[src/rtl/or_nway_pipe.sv]
// Pipelined WIDTH-bit OR reduction with lowest-set-bit index, plus a sticky
// accumulated OR and a saturating hit counter fed by the beats leaving the pipe.
module or_nway_pipe #(
  parameter int WIDTH   = 8,
  parameter int LATENCY = 2,
  parameter int CNT_W   = 4
) (
  input  logic                     clk,
  input  logic                     reset,
  input  logic                     in_valid,
  input  logic [WIDTH-1:0]         in_data,
  input  logic                     sticky_en,
  input  logic                     clear,
  output logic                     out_valid,
  output logic                     out,
  output logic [$clog2(WIDTH)-1:0] first_idx,
  output logic                     sticky,
  output logic [CNT_W-1:0]         hit_count
);

  localparam int IW = $clog2(WIDTH);

  // Each tree level keeps WIDTH node slots; slots past the live node count stay zero.
  typedef struct packed {
    logic [WIDTH-1:0]         hit;
    logic [WIDTH-1:0][IW-1:0] idx;
  } nodes_t;

  // Last tree level finished by register stage s; surplus stages hold no levels.
  function automatic int lvl_end(input int s);
    if (LATENCY >= IW) return (s < IW) ? s : IW;
    return (s * IW + LATENCY - 1) / LATENCY;
  endfunction

  function automatic nodes_t reduce_level(input nodes_t a);
    nodes_t r;
    r = '0;
    for (int j = 0; 2 * j < WIDTH; j++) begin
      if (a.hit[2*j]) begin
        r.hit[j] = 1'b1;
        r.idx[j] = a.idx[2*j];
      end else if (2 * j + 1 < WIDTH) begin
        if (a.hit[2*j+1]) begin
          r.hit[j] = 1'b1;
          r.idx[j] = a.idx[2*j+1];
        end
      end
    end
    return r;
  endfunction

  function automatic nodes_t reduce_n(input nodes_t a, input int n);
    nodes_t r;
    r = a;
    for (int l = 0; l < n; l++) r = reduce_level(r);
    return r;
  endfunction

  function automatic logic [IW:0] root(input nodes_t a, input int n);
    nodes_t r;
    r = a;
    for (int l = 0; l < n; l++) r = reduce_level(r);
    return {r.hit[0], r.idx[0]};
  endfunction

  nodes_t             leaf;
  logic [LATENCY-1:0] valid_q;
  logic [IW:0]        fin;

  always_comb begin
    leaf     = '0;
    leaf.hit = in_data;
    for (int i = 0; i < WIDTH; i++) leaf.idx[i] = IW'(i);
  end

  for (genvar s = 0; s < LATENCY; s++) begin : g_stage
    localparam int LO = lvl_end(s);
    localparam int HI = lvl_end(s + 1);
    nodes_t src;

    if (s == 0) begin : g_first
      assign src = leaf;
    end else begin : g_next
      assign src = g_stage[s-1].g_mid.q;
    end

    // Data registers carry no reset; stale contents are masked by the valid chain.
    if (s < LATENCY - 1) begin : g_mid
      nodes_t q;
      always_ff @(posedge clk) q <= reduce_n(src, HI - LO);
    end else begin : g_last
      logic [IW:0] q;
      always_ff @(posedge clk) q <= root(src, HI - LO);
    end
  end

  always_ff @(posedge clk) begin
    if (reset) begin
      valid_q <= '0;
    end else begin
      valid_q[0] <= in_valid;
      for (int i = 1; i < LATENCY; i++) valid_q[i] <= valid_q[i-1];
    end
  end

  assign fin       = g_stage[LATENCY-1].g_last.q;
  assign out_valid = valid_q[LATENCY-1];
  assign out       = out_valid & fin[IW];
  assign first_idx = out_valid ? fin[IW-1:0] : '0;

  // A clear coinciding with an accumulated beat restarts the window with that beat.
  always_ff @(posedge clk) begin
    if (reset) begin
      sticky    <= 1'b0;
      hit_count <= '0;
    end else if (clear) begin
      if (out_valid && sticky_en) begin
        sticky    <= out;
        hit_count <= CNT_W'(out);
      end else begin
        sticky    <= 1'b0;
        hit_count <= '0;
      end
    end else if (out_valid && sticky_en) begin
      sticky <= sticky | out;
      if (out && hit_count != '1) hit_count <= hit_count + CNT_W'(1);
    end
  end

endmodule

[config.mk]
export PLATFORM = sky130hd
export DESIGN_NAME = or_nway_pipe
export DESIGN_NICKNAME = d
export VERILOG_FILES = /design/src/rtl/or_nway_pipe.sv
export SDC_FILE = /design/constraint.sdc
export NUM_CORES = 1
export LEC_CHECK = 0
export CORE_MARGIN = 2
export CORE_UTILIZATION = 45
export DETAILED_ROUTE_END_ITERATION = 16
export PLACE_DENSITY = 0.8
export REMOVE_ABC_BUFFERS = 1
export SETUP_SLACK_MARGIN = 0.05
export SLEW_MARGIN = 10
export SYNTH_ARGS = -nofsm -noshare
export SYNTH_HDL_FRONTEND = slang
export SYNTH_SLANG_ARGS = --single-unit
[constraint.sdc]
create_clock -name clk -period 2.5 [get_ports clk]
set_input_delay 0.75 -clock clk [delete_from_list [all_inputs] [get_ports clk]]
set_output_delay 0.75 -clock clk [all_outputs]
set_load 0.05 [all_outputs]
==> flow_summary.ini <==
[grt]
grt_pass1_vias = 466
antenna_found_initial = 0
grt_pass1_wl_mm = 1.90
grt_start_max_net_pins = 11
overflow = 0
track_usage = 0.139

[synth]
synthTopCellsByCount = 18 x dfxtp_1, 8 x nand2_1, 7 x a21oi_1, 6 x nor2_1, 5 x o21ai_0
post-synth-top-count-cell = dfxtp_1
yosysWarnings = 0
netlist.area_leader.share = 0.558
synth_area_leaders = dfxtp_1 56%, a21oi_1 5.4%, and2_2 4.7%
synth-seq-cells = 18
synth_edf_count = 0
avgSynthCellArea_um2 = 9.22
ys_types = 21
ys.flop_type = dfxtp_1
syn_inst = 70
async_flop_share = 0
synth_area_um2 = 646
synth_top_area_cell = dfxtp_1
ys_seq_area_frac = 0.558

[drt]
drt-pass1-iter-count = 3
ant_nets = 0
remaining_drc_errors = 0
wl_met2_um = 513
wl_per_cell_um = 9.76
dr.max_layer_used = met4
via_per_inst = 5.04
num_vias = 559
drtIter0Drc = 6
wl_mm = 1.08
wl_met3_um = 58
wl_met1_um = 497

[floorplanning]
core_um2 = 1320
dieArea_um2 = 1750
die_y_um = 41.9
chipWidth_um = 41.9
io_pins = 23
initial_utilization = 0.490
placementRows = 13

[critical_path]
r2r_slack_ns = 1.21
cp_data_required_time_ns = 1.75
cp_slowest_cell = clkdlybuf4s50_1
path_class = flip-flop to output pin
r2r-start = hit_count[0]
crit_start = valid_q[1]
cpLargestDelayFamily = buffers and inverters
cp-end-kind = output pin
max_stage_delay_ns = 0.83
critPathMaxFanout = 7
crit_buf_inv = 1
arrival_ns = 1.54
path_cells = clkdlybuf4s50_1
crit_path_start_kind = flip-flop

[finish]
layout.nets = 111
final_core_util = 0.701
area_delta_synth_final_pct = 43.0
antenna_cells = 0
layout-drive-gt1-share = 0.125
final_cells = 111

[clock_network]
cts_root_buffer = clkbuf_4
cts_buffers = 3
cts_tree = built
cts_setup_buffers = 0
h-tree-depth = 1
cts_buffer_depth = 2
ctsHoldBuffers = 0
clock_latency_ns = 0.28
cts_sinks = 18
clkTransAtPathRegs_ns = 0.10

[timing]
fmax_mhz = 437
finalHoldWorstSlack_ns = 0.441
fin_ws_ns = 0.211
finClkSkew_ns = 0.00422
grt_setup_unrepaired = no
worst_slew_pin_slew_ns = 0.498
max_slew_margin = 0.667
hold_viol_final = 0
final.setup.tns_ns = 0
setup_viol = 0
min_period_ns = 2.29
maxSlewViolCount = 0
fin_crit_sh = 0.916

[pwr]
peakVddDrop_v = 0.000433
power.leakage_nw = 0.402
power.density_nw_per_um2 = 570

[place]
place.gp.congestion = 0.688
dp.cells = 107
dp_hpwl_um = 876
port_buffers = 22
dpl_worst_slack_ns = 0.377

[min_path]
min_from = g_stage[0].g_mid.q[1]
hold_path_class = flip-flop to flip-flop

[run_status]
status = finished clean

[run]
cap_viol_max_count = 0
==> sequential cells by signal, summed over array words and instances, names as in the netlist <==
| name | count |
|---|---|
| fin | 4 |
| g_stage.g_mid.q | 7 |
| valid_q | 2 |
| sticky | 1 |
| hit_count | 4 |
==> power by group <==
group          internal, mW  total, mW  switching, mW
clock network        0.0886      0.173         0.0843
logic                0.0283     0.0531         0.0248
registers             0.297      0.301        0.00396
==> metal layers <==
layer / GRT usage / up-vias
met5: 0 / -
met4: 0.0774 / 0
met3: 0.0174 / 2
li1: - / 291
met1: 0.171 / 250
met2: 0.231 / 16
==> final timing paths <==
kind,endpoint,depth (start not counted)
min,fin[1],2
max,out_valid,1
min reg2reg,fin[1],2
max reg2reg,hit_count[3],4
==> area by class of cell <==
type	instances	area, um2
inverters	2	7.51
flip-flops and latches	18	360
multi-input cells	50	278
clock buffers	4	36.3
fillers	111	394
repair buffers	22	223
well taps	15	18.8
==> logic make-up (layout without fill, tap and decap cells) <==
group	after synthesis	after routing	share of synthesized area
compound gates	14	14	0.114
fa+ha+maj	1	1	0.0194
buf+inv	2	28	0.0116
flops	18	18	0.558
simple gates	35	35	0.297
==> per-stage QoR <==
step / power [mW] / cell area, um2
2_1_floorplan: 0.330 / 646
3_3_place_gp: 0.360 / 885
3_5_place_dp: 0.361 / 885
4_1_cts: 0.532 / 918
5_1_grt: 0.547 / 923
6_report: 0.527 / 923
==> what timing repair did <==
action,CTS,global route
setup endpoints to repair,2,2
pin swaps,0,0
gates resized for setup,2,2
endpoints found under the hold margin,0,0
==> layout by cell type, fill, tap and decap left out, drive strengths merged <==
cell,instances
a21oi,7
a31oi,1
and2,4
and3,2
and3b,1
clkbuf,4
clkdlybuf4s50,18
dfxtp,18
dlygate4sd2,2
dlymetal6s2s,2
ha,1
inv,2
nand2,8
nand2b,1
nand3,2
nand3b,1
nor2,6
nor2b,3
nor3,4
o21ai,5
o31ai,1
or2,2
or3,1
(Power assumes the default switching activity.)
